### config.mk
export PLATFORM = sky130hd
export DESIGN_NAME = merge13
export DESIGN_NICKNAME = d
export VERILOG_FILES = /design/src/rtl/noc_pkg.sv /design/src/rtl/merge13_rr_arb2.sv /design/src/rtl/merge13.sv
export SDC_FILE = /design/constraint.sdc
export NUM_CORES = 1
export LEC_CHECK = 0
export BUFFER_PORTS_ARGS = -buffer_cell sky130_fd_sc_hd__clkbuf_2
export CAP_MARGIN = 40
export CORE_MARGIN = 10
export CORE_UTILIZATION = 43
export DETAILED_ROUTE_END_ITERATION = 16
export HOLD_SLACK_MARGIN = 0.03
export PLACE_DENSITY_LB_ADDON = 0.25
export SETUP_SLACK_MARGIN = 0.15
export SYNTH_ARGS = -nofsm -noshare
export SYNTH_HDL_FRONTEND = slang
export SYNTH_SLANG_ARGS = --single-unit
### constraint.sdc
create_clock -name CLK -period 1.7 [get_ports CLK]
set_input_delay 0.085 -clock CLK [delete_from_list [all_inputs] [get_ports CLK]]
set_output_delay 0.085 -clock CLK [all_outputs]
set_load 0.02 [all_outputs]
### src/rtl/noc_pkg.sv
// -----------------------------------------------------------------------------
// noc_pkg
// Shared definitions for the binary-tree NoC merge/split nodes.
//   W_DEFAULT          : default packet width
//   ADDR_MSB/ADDR_LSB  : destination address field inside a packet (pass-through)
//   merge_state_t      : merge node sequencing states
//   sat_inc16          : saturating 16-bit increment helper
// -----------------------------------------------------------------------------
package noc_pkg;

   localparam int W_DEFAULT = 9;
   localparam int ADDR_MSB  = 8;
   localparam int ADDR_LSB  = 5;

   typedef enum logic [1:0] {
      IDLE     = 2'd0,
      SEND_S   = 2'd1,
      SEND_OUT = 2'd2
   } merge_state_t;

   // Increment that sticks at all-ones instead of wrapping.
   function automatic logic [15:0] sat_inc16(input logic [15:0] val);
      if (val == 16'hFFFF) begin
         return 16'hFFFF;
      end else begin
         return val + 16'd1;
      end
   endfunction

endpackage

### src/rtl/merge13_rr_arb2.sv
// -----------------------------------------------------------------------------
// rr_arb2
// Two-requester round-robin arbiter, purely combinational.
//   req[1:0] : request per input
//   last     : index of the input served most recently (history kept by caller)
//   en       : grant enable; no grant is issued while low
//   gnt[1:0] : one-hot grant (or zero)
// On a tie the input that was NOT served last wins.
// -----------------------------------------------------------------------------
module rr_arb2 (
   input  logic [1:0] req,
   input  logic       last,
   input  logic       en,
   output logic [1:0] gnt
);

   // Grant selection: single requester wins outright, tie goes to !last.
   always_comb begin
      gnt = 2'b00;
      if (!en) begin
         gnt = 2'b00;
      end else begin
         case (req)
            2'b01:   gnt = 2'b01;
            2'b10:   gnt = 2'b10;
            2'b11:   gnt = last ? 2'b01 : 2'b10;
            default: gnt = 2'b00;
         endcase
      end
   end

endmodule

### src/rtl/merge13.sv
// -----------------------------------------------------------------------------
// merge13
// Two-input merge node for the binary-tree NoC (upward path). Accepts one
// packet at a time from In0/In1 with round-robin arbitration, then emits a
// 1-bit source token on S followed by the unchanged packet on Out.
//
// Ports:
//   CLK, _RESET              clock, asynchronous active-low reset
//   In0_*/In1_*              child packet inputs (valid/ready handshake)
//   S_data/S_valid/S_ready   source token (0 = In0, 1 = In1)
//   Out_data/Out_valid/Out_ready  merged packet output
//   Cnt0/Cnt1                per-source completed-packet counters, saturating
//                            (present only when MERGE13_PKT_COUNT_EN is defined)
//
// Optional build macro: MERGE13_PKT_COUNT_EN
// -----------------------------------------------------------------------------
module merge13
   import noc_pkg::*;
#(
   parameter int   W        = W_DEFAULT,
   parameter logic LAST_RST = 1'b1
) (
   input  logic         CLK,
   input  logic         _RESET,
   input  logic [W-1:0] In0_data,
   input  logic         In0_valid,
   output logic         In0_ready,
   input  logic [W-1:0] In1_data,
   input  logic         In1_valid,
   output logic         In1_ready,
   output logic         S_data,
   output logic         S_valid,
   input  logic         S_ready,
   output logic [W-1:0] Out_data,
   output logic         Out_valid,
   input  logic         Out_ready
`ifdef MERGE13_PKT_COUNT_EN
   ,
   output logic [15:0]  Cnt0,
   output logic [15:0]  Cnt1
`endif
);

   merge_state_t state_r;
   merge_state_t state_s;
   logic [W-1:0] pkt_r;
   logic         src_r;
   logic         last_r;
   logic         live_r;    // low until the first clock edge after reset release
   logic         arb_en_s;
   logic [1:0]   gnt_s;
   logic         accept_s;
   logic         out_done_s;

   // Readies must stay low during reset and up to the first edge afterwards,
   // so arbitration is held off until live_r has been set once.
   assign arb_en_s   = live_r && (state_r == IDLE);
   assign accept_s   = (gnt_s != 2'b00);
   assign out_done_s = (state_r == SEND_OUT) && Out_ready;

   rr_arb2 u_arb (
      .req (({In1_valid, In0_valid})),
      .last(last_r),
      .en  (arb_en_s),
      .gnt (gnt_s)
   );

   assign In0_ready = gnt_s[0];
   assign In1_ready = gnt_s[1];
   assign S_valid   = (state_r == SEND_S);
   assign S_data    = src_r;
   assign Out_valid = (state_r == SEND_OUT);
   assign Out_data  = pkt_r;

   // Next-state logic: token first, then packet, then back to arbitration.
   always_comb begin
      state_s = state_r;
      case (state_r)
         IDLE: begin
            if (accept_s) begin
               state_s = SEND_S;
            end else begin
               state_s = IDLE;
            end
         end
         SEND_S: begin
            if (S_ready) begin
               state_s = SEND_OUT;
            end else begin
               state_s = SEND_S;
            end
         end
         SEND_OUT: begin
            if (Out_ready) begin
               state_s = IDLE;
            end else begin
               state_s = SEND_OUT;
            end
         end
         default: state_s = IDLE;
      endcase
   end

   // State register and arbitration-enable flag.
   always_ff @(posedge CLK or negedge _RESET) begin
      if (!_RESET) begin
         state_r <= IDLE;
         live_r  <= 1'b0;
      end else begin
         state_r <= state_s;
         live_r  <= 1'b1;
      end
   end

   // Packet/source latch on accept; fairness history updated on Out completion.
   always_ff @(posedge CLK or negedge _RESET) begin
      if (!_RESET) begin
         pkt_r  <= '0;
         src_r  <= 1'b0;
         last_r <= LAST_RST;
      end else begin
         if (accept_s) begin
            pkt_r <= gnt_s[1] ? In1_data : In0_data;
            src_r <= gnt_s[1];
         end
         if (out_done_s) begin
            last_r <= src_r;
         end
      end
   end

`ifdef MERGE13_PKT_COUNT_EN
   logic [15:0] cnt0_r;
   logic [15:0] cnt1_r;

   assign Cnt0 = cnt0_r;
   assign Cnt1 = cnt1_r;

   // Per-source completed-packet counters.
   always_ff @(posedge CLK or negedge _RESET) begin
      if (!_RESET) begin
         cnt0_r <= 16'h0000;
         cnt1_r <= 16'h0000;
      end else if (out_done_s) begin
         if (src_r) begin
            cnt1_r <= sat_inc16(cnt1_r);
         end else begin
            cnt0_r <= sat_inc16(cnt0_r);
         end
      end
   end
`endif

endmodule
**Yosys cells after proc, flatten, opt, wreduce, memory -nomap -nowiden**

Index checks and enable logic that the tools add are counted.

- Eq/ne operators: 5
- Muxes and demuxes: 8
- Reductions and logical operators: 4

Operator list:

| operator | number |
|---|---|
| 2-bit one-hot mux with 3 select lines | 2 |
| 9-bit 2-to-1 mux | 1 |
| 2-bit 2-to-1 mux | 4 |
| 2-bit equality test, second input constant | 3 |
| 2-bit by 1-bit equality test with 1-bit output, second input constant | 2 |
| 1-bit logical AND | 2 |
| 2-bit zero test | 1 |
| 2-bit nonzero test | 1 |
| 1-bit 2-to-1 mux | 1 |

- Register bits: 14
- Output and inout bits: 14

**Logic depth before layout (Yosys ltp)**

Gate-level depths: netlist of run 1.

- Depth after elaboration: 6
- Mapped depth: 5
- Depth with buffers taken out: 3

**Cells and area by module**

From an unflattened synthesis of run 1, not the netlist that was laid out.

- Cell total of the unflattened synthesis: 62
- Area total of the unflattened synthesis: 670.6 um2

Modules (own cells, without submodules):

| module | times used | cells each | area an instance (um2) | sequential area each (um2) |
|---|---|---|---|---|
| merge13 | 1 | 57 | 649.4 | 351.6 |
| rr_arb2 | 1 | 5 | 21.3 | 0.0 |

**Worst setup path before layout of run 1**

No wires, ideal clock.

- Path kind: register to output
- Start point: register state_r[0]
- End point: output port In0_ready
- Arrival: 1168 ps
- Required time: 1615 ps
- Slack: 447 ps
- Cell stages (with the launch flop): 5
- Path buffers: 1
- Cells stage by stage: dfrtp_1 -> nor3b_2 -> buf_4 -> nand2_1 -> a21oi_1

- Longest elaborated chain between the ends: 3

Ends and longest elaborated chain:

| item | line | RTL |
|---|---|---|
| start: declaration | merge13.sv:44 | `merge_state_t state_r;` |
| start signal: assignment | merge13.sv:110 | `state_r <= state_s;` |
| 2-bit zero test | merge13.sv:57 | `assign arb_en_s = live_r && (state_r == IDLE);` |
| 1-bit logical AND | merge13.sv:57 |  |
| 2-bit 2-to-1 mux | merge13_rr_arb2.sv:20 | `if (!en) begin` |
| end: declaration | merge13.sv:27 | `output logic In0_ready,` |

Every way passes these cells.

**Final worst setup path of run 1**

- Start point: register last_r
- End point: output port In1_ready

- Longest elaborated chain between the ends: 3

Ends and longest elaborated chain:

| item | line | RTL |
|---|---|---|
| start: declaration | merge13.sv:48 | `logic last_r;` |
| start signal: assignment | merge13.sv:127 | `last_r <= src_r;` |
| 2-bit 2-to-1 mux | merge13_rr_arb2.sv:26 | `2'b11: gnt = last ? 2'b01 : 2'b10;` |
| 2-bit one-hot mux with 3 select lines | merge13_rr_arb2.sv:23 | `case (req)` |
| 2-bit 2-to-1 mux | merge13_rr_arb2.sv:20 |  |
| end: declaration | merge13.sv:30 | `output logic In1_ready,` |

Every way passes these cells.

==> results of run 1 <==
area by class of cell:
cell class	count	area, um^2
fillers	137	578.1
repair buffers	43	237.7
flip-flops and latches	14	352.8
well taps	16	20.02
multi-input cells	53	332.8
clock buffers	4	26.28
inverters	3	11.26
path summary, 6_finish.rpt:
check	from	to	slack [ns]	cells after the start
worst min register to register	S_data	S_data	0.55	1
min in group asynchronous	_RESET	Out_data[7]	0.23	2
worst min-delay path	In1_data[8]	Out_data[8]	0.05	3
max in group asynchronous	_RESET	last_r	1.16	2
worst max-delay path	last_r	In1_ready	0.21	3
worst max register to register	state_r[1]	Out_data[4]	0.31	4
synthesized netlist by cell type:
cell type  number  area (um^2)
nor2b_1         2        12.51
a22o_1          1        8.760
nor2_4          1        11.26
or2_1           1        6.260
nand2_1         2        7.510
nor3b_2         1        12.51
conb_1          1        3.750
a21bo_1         1        10.01
a21boi_2        1        11.26
buf_6           3        33.78
dfrtp_1        13        325.3
nand3_1         9        45.04
and2_4          1        8.760
mux2_2          1        11.26
a31oi_1         9        56.30
inv_1           3        11.26
or3b_1          1        8.760
a21o_1          2        15.01
dfstp_2         1        26.28
buf_4           2        15.01
a21oi_1        10        50.05
o21ai_1         9        45.04
registers in the layout (all words and copies together), names as in the netlist:
signal and count:
Out_data 9, S_data 1, last_r 1, live_r 1
state_r 2
kinds of logic after synthesis:
kind of cell,Yosys count
muxes,1
other,1
AOI/OAI and AO/OA,33
DFF,14
buffers and inverters,8
and+or+nand+nor,18
metrics by stage:
stage	total power, mW	area (um^2)	setup WS [ns]
CTS	1.574	953.4	0.1746
global placement	1.330	907.1	0.3391
floorplan	1.112	735.7	0.4471
finish	1.597	980.9	0.2137
global route	1.728	980.9	0.1390
detailed placement	1.351	907.1	0.3238
routing by layer:
| layer | wire length [um] | up-vias | GRT usage [%] |
|---|---|---|---|
| met3 | 214 | 2 | 5.556 |
| li1 | - | 357 | - |
| met5 | 0 | - | 0 |
| met1 | 878 | 343 | 13.45 |
| met4 | 9 | 0 | 5.732 |
| met2 | 1017 | 24 | 19.23 |
critical path: stages, from the launching register on:
cell and delay, ns:
dfstp_2 0.57, a21bo_1 0.35, nor2_4 0.05, buf_4 0.16
report_power, final:
group          internal (mW)  leakage [nW]  switching [mW]
registers              0.490         0.157           0.105
clock network         0.0910        0.0150           0.110
logic                  0.321         0.308           0.480
total                  0.903         0.479           0.695
timing repair:
action / in CTS / in global routing
endpoints found under the hold margin: 14 / 0
endpoints found under the setup margin: 1 / 2
pin swaps: 1 / 1
resized for setup: 1 / 6
hold buffers: 1 / 0
setup buffers: 1 / 2
==> out/summary.txt, run 1 <==
Status: complete, no violations
Library cells used by synthesis: 22
Commonest non-fill, non-tap cells in the layout: clkbuf_2, dfrtp_1, a21oi_1
Highest clock rate: 0.6728 GHz
CTS clk-pin slew, worst paths: 0.09 ns
Clock Skew: 0.005989 ns
Syn Inst Count: 75
Critical Path Fanout Max: 10
Root Driver: clkbuf_4
Via density: 5.459
Sequential fraction of the synthesis area: 47.79%
# diodes: 0
Post-Synth XOR/XNOR Area: 0%
Vias in the first global route: 728
Setup_tns: 0 ns
CTS buffer count: 3
Period utilisation layout: 87.43%
DR iter-0 viols: 17
Final setup fails: 0
Worst-skew pair later-pin latency: 0.28 ns
Final Critical Period: 1.486 ns
P_leak: 0.4794 nW
Final HPWL DP: 1.608 mm
Compound-Gate Fraction of Synth Area: 26.70%
WP data required: 1.62 ns
CP Class: reg2out
Core Rows: 14
Die width: 61.37 um
Fin cells: 133
Max-slew violation count: 0
First-pass GRT wire length: 3.415 mm
Wire per inst: 15.94 um
# IOs: 38
Gr usage total: 12.06%
Die area: 3766 um^2
Min-delay worst type: in2reg
Mapped Area: 735.7 um^2
Syn_nets: 99
WHS: 0.04545 ns
Fin util: 62.92%
Initial Util: 47.19%
DRC: 0
CTS H-Tree Depth: 1
Drt total wl: 2.120 mm
PortBufs: 37
Initial antenna violation count: 0
Pin count of the biggest net entering global routing: 15
DR pass1 iterations: 4
Mux share of post-synthesis cell area: 1.531%
# placed instances: 125
Area share of fa/ha/maj cells after synthesis: 0%
Core region area: 1559 um^2
CTS sink cnt: 14
Flops & latches, synth: 14
Global route total overflow: 0
Unrepaired setup endpoints after global routing: no
Syn Area/Cell: 9.809 um^2
IR drop worst, VDD: 1.017 mV
CP Capture Type: output pin
Die H: 61.37 um
Largest family of logic cells by synthesized area: compound AO/OA/AOI/OAI gates
Reported max-cap violation count: 0
GP Congestion: 0.7708
Simple-Gate Fraction of Synth Area: 15.31%
PwrDens: 1628 nW/um^2
Syn-to-layout area delta: 33.33%
Arrival time at the worst endpoint: 1.40 ns
Clock tree buffer depth: 2
Commonest non-fill, non-tap cell in the layout: clkbuf_2
Vias: 726
Fraction of layout cells with a size suffix above 1: 45.30%
Final Hold Viols: 0
Ys Warns: 0
Post-route ant nets: 0
CTS tree: done
Critical path launch point type: flip-flop
Final #Nets: 142
Note: power is estimated with default switching activity, not from simulation.
==> inputs of run 2 (changes only) <==
--- a/config.mk
+++ b/config.mk
@@ -5,11 +5,13 @@
 export SDC_FILE = /design/constraint.sdc
 export NUM_CORES = 1
 export LEC_CHECK = 0
+export ABC_AREA = 1
 export BUFFER_PORTS_ARGS = -buffer_cell sky130_fd_sc_hd__clkbuf_2
 export CAP_MARGIN = 40
 export CORE_MARGIN = 10
-export CORE_UTILIZATION = 43
+export CORE_UTILIZATION = 44
 export DETAILED_ROUTE_END_ITERATION = 16
+export GPL_TIMING_DRIVEN = 0
 export HOLD_SLACK_MARGIN = 0.03
 export PLACE_DENSITY_LB_ADDON = 0.25
 export SETUP_SLACK_MARGIN = 0.15
==> run 2 against run 1 <==
Clock power shrank 2%. Synthesized cell count grew 32%. First-iteration DRC count is the same. Highest routed layer unchanged. Die area grew 1.1%. Combinational power grew 1%. Clock skew shrank 0.0016 ns. Sequential power shrank 4.2%. Worst hold slack gained 0.068 ns.
==> out/summary.txt, run 2 <==
Core region area: 1689 um^2 (was 1559 um^2)
CTS buffer count: 3 (unchanged)
CTS tree: done (unchanged)
Post-route ant nets: 0 (unchanged)
IR drop worst, VDD: 0.7789 mV (was 1.017 mV)
Commonest non-fill, non-tap cell in the layout: clkbuf_2 (unchanged)
Min-delay worst type: in2reg (unchanged)
Initial antenna violation count: 0 (unchanged)
Fill count: 156 (was 137)
Die width: 61.72 um (was 61.37 um)
Gr usage total: 12.90% (was 12.06%)
Final #Nets: 172 (was 142)
Syn_nets: 123 (was 99)
Reported max-cap violation count: 0 (unchanged)
DR iter-0 viols: 17 (unchanged)
CP Capture Type: output pin (unchanged)
Root Driver: clkbuf_4 (unchanged)
# IOs: 38 (unchanged)
Highest clock rate: 0.6942 GHz (was 0.6728 GHz)
Async S/R FF share, synth: 100.0% (unchanged)
Clock tree buffer depth: 2 (unchanged)
First-pass GRT wire length: 3.781 mm (was 3.415 mm)
Initial Util: 45.33% (was 47.19%)
Flops & latches, synth: 14 (unchanged)
Core Rows: 15 (was 14)
Mapped Area: 765.7 um^2 (was 735.7 um^2)
Area of the multi-input gates: 336.6 um^2 (was 332.8 um^2)
Clock Skew: 0.004395 ns (was 0.005989 ns)
Global route total overflow: 0 (unchanged)
DR pass1 iterations: 4 (unchanged)
Worst-skew pair later-pin latency: 0.28 ns (about the same)
Most numerous cell in the Yosys netlist: nand2_1 (was dfrtp_1)
Setup_tns: 0 ns (unchanged)
WHS: 0.1133 ns (was 0.04545 ns)
Die area: 3809 um^2 (was 3766 um^2)
Vias: 786 (was 726)
Library cells used by synthesis: 18 (was 22)
Status: complete, no violations (unchanged)
Die H: 61.72 um (was 61.37 um)
EDFF count, synth: 0 (unchanged)
Fin cells: 164 (was 133)
Top cell type's share of synthesized area: 42.48% (was 44.22%)
# diodes: 0 (unchanged)
Max-slew violation count: 0 (unchanged)
CTS H-Tree Depth: 1 (unchanged)
Register area: 351.6 um^2 (was 352.8 um^2)
CP Class: reg2out (unchanged)
Final Critical Period: 1.440 ns (was 1.486 ns)
Dpl cell area: 972.2 um^2 (was 907.1 um^2)
Final HPWL DP: 1.589 mm (was 1.608 mm)
Synth Flop Type: dfrtp_1 (unchanged)
Fin util: 63.56% (was 62.92%)
CTS sink cnt: 14 (unchanged)
Critical path launch point type: flip-flop (unchanged)
Period utilisation layout: 84.73% (was 87.43%)
Final Hold Viols: 0 (unchanged)
Final instance area: 1074 um^2 (was 980.9 um^2)
Worst path max stage delay: 0.55 ns (was 0.57 ns)
Commonest non-fill, non-tap cells in the layout: clkbuf_2, nand2_1, nand3_1, inv_1, dfrtp_1 (was clkbuf_2, dfrtp_1, a21oi_1)
Synth top area cells: dfrtp_1, nand2_1, nand3_1 (was dfrtp_1, a31oi_1, a21oi_1)
PwrDens: 1470 nW/um^2 (was 1628 nW/um^2)
Critical Path Fanout Max: 10 (unchanged)
Max FFs per register: 9 (unchanged)
Sequential fraction of the synthesis area: 45.92% (was 47.79%)
WP data required: 1.62 ns (about the same)
Syn-to-layout area delta: 40.20% (was 33.33%)
Area leader, netlist: dfrtp_1 (unchanged)
# placed instances: 153 (was 125)
Vias in the first global route: 911 (was 728)
Arrival time at the worst endpoint: 1.36 ns (was 1.40 ns)
P_leak: 0.6292 nW (was 0.4794 nW)
Unrepaired setup endpoints after global routing: no (unchanged)
PortBufs: 37 (unchanged)
CP max stage cell: dfstp_2 (unchanged)
Final setup fails: 0 (unchanged)
Family with the most delay on the worst path: flip-flops (unchanged)
Most instantiated cells after synthesis: nand2_1, nand3_1, inv_1, dfrtp_1, o21bai_1 (was dfrtp_1, a21oi_1, a31oi_1, nand3_1, o21ai_1)
Syn Area/Cell: 7.735 um^2 (was 9.809 um^2)
Critical-path cell list: nand2_1, nand2_4, inv_4, nand2_1, inv_1, buf_2 (was a21bo_1, nor2_4, buf_4)
Via density: 4.793 (was 5.459)
Syn Inst Count: 99 (was 75)
Most used cell along the critical path: nand2_1
Wire per inst: 13.16 um (was 15.94 um)
Drt total wl: 2.158 mm (was 2.120 mm)
DRC: 0 (unchanged)
CTS clk-pin slew, worst paths: 0.09 ns (about the same)
CP bufs+invs: 3 (was 1)
Fraction of layout cells with a size suffix above 1: 38.10% (was 45.30%)
Pin count of the biggest net entering global routing: 15 (unchanged)
GP Congestion: 0.7838 (was 0.7708)
Ys Warns: 0 (unchanged)
==> run 2: cell count changes in the layout (fill, tap and decap cells not counted), sizes merged, moves of 2 or more <==
cell / delta
nand2: +24
inv: +16
nand3: +10
a21oi: -9
a31oi: -9
o21bai: +9
o21ai: -6
dlygate4sd3: +3
a21o: -2
nor2: +2
nor2b: -2
==> run 2: worst paths after layout <==
path	slack [ns]	from	endpoint	depth (start not counted)
worst max-delay path	0.26	last_r	In1_ready	6
worst min-delay path	0.11	In0_data[5]	Out_data[5]	4
worst max register to register	0.31	state_r[1]	state_r[1]	6
worst min register to register	0.49	Out_data[4]	Out_data[4]	2
max in group asynchronous	1.15	_RESET	last_r	2
min in group asynchronous	0.24	_RESET	Out_data[5]	2
==> run 2: cells by family after synthesis <==
group                  share of synthesized area (%)
AOI/OAI and AO/OA                              12.91
other                                         0.4897
DFF                                            45.92
buffers and inverters                          11.44
and+or+nand+nor                                29.25
==> run 2: through the flow <==
step                power [mW]  worst slack, ns
finish                   1.578           0.2595
global route             1.719           0.1651
floorplan                1.067           0.4721
global placement         1.321           0.4241
CTS                      1.558           0.1541
detailed placement       1.336           0.4037
==> run 2: worst register-to-register path, delay by kind of cell, from the launching register on <==
family | cells | cell delay [ns]
simple gates | 2 | 0.13
buf+inv | 3 | 0.75
flops | 1 | 0.38
compound gates | 1 | 0.06
==> run 2: routing by layer <==
| metal | GRT usage, % | share of wire [%] |
|---|---|---|
| met5 | 0 | 0 |
| met4 | 6.051 | 0.56 |
| met3 | 3.862 | 6.4 |
| met2 | 22.99 | 51 |
| met1 | 13.54 | 42 |
==> run 2: cell type report <==
class                      count  area share [%]
multi-input combinational     64           31.35
timing repair buffer          44           23.08
clock buffer                   4           2.448
sequential                    14           32.75
buffer                         2           1.515
inverter                      19           6.876
tap                           17           1.981
==> run 2: what timing repair did <==
item / 4_1_cts / 5_1_grt
gates resized for setup: 1 / 4
setup buffers: 0 / 3
pin swaps: 0 / 2
hold buffers: 4 / 0
endpoints found under the hold margin: 16 / 0
setup endpoints to repair: 1 / 2
==> run 2: report_power, final <==
group	switching (mW)	internal [mW]
sequential	0.0858	0.484
combinational	0.521	0.290
clock	0.106	0.0909
total	0.713	0.865
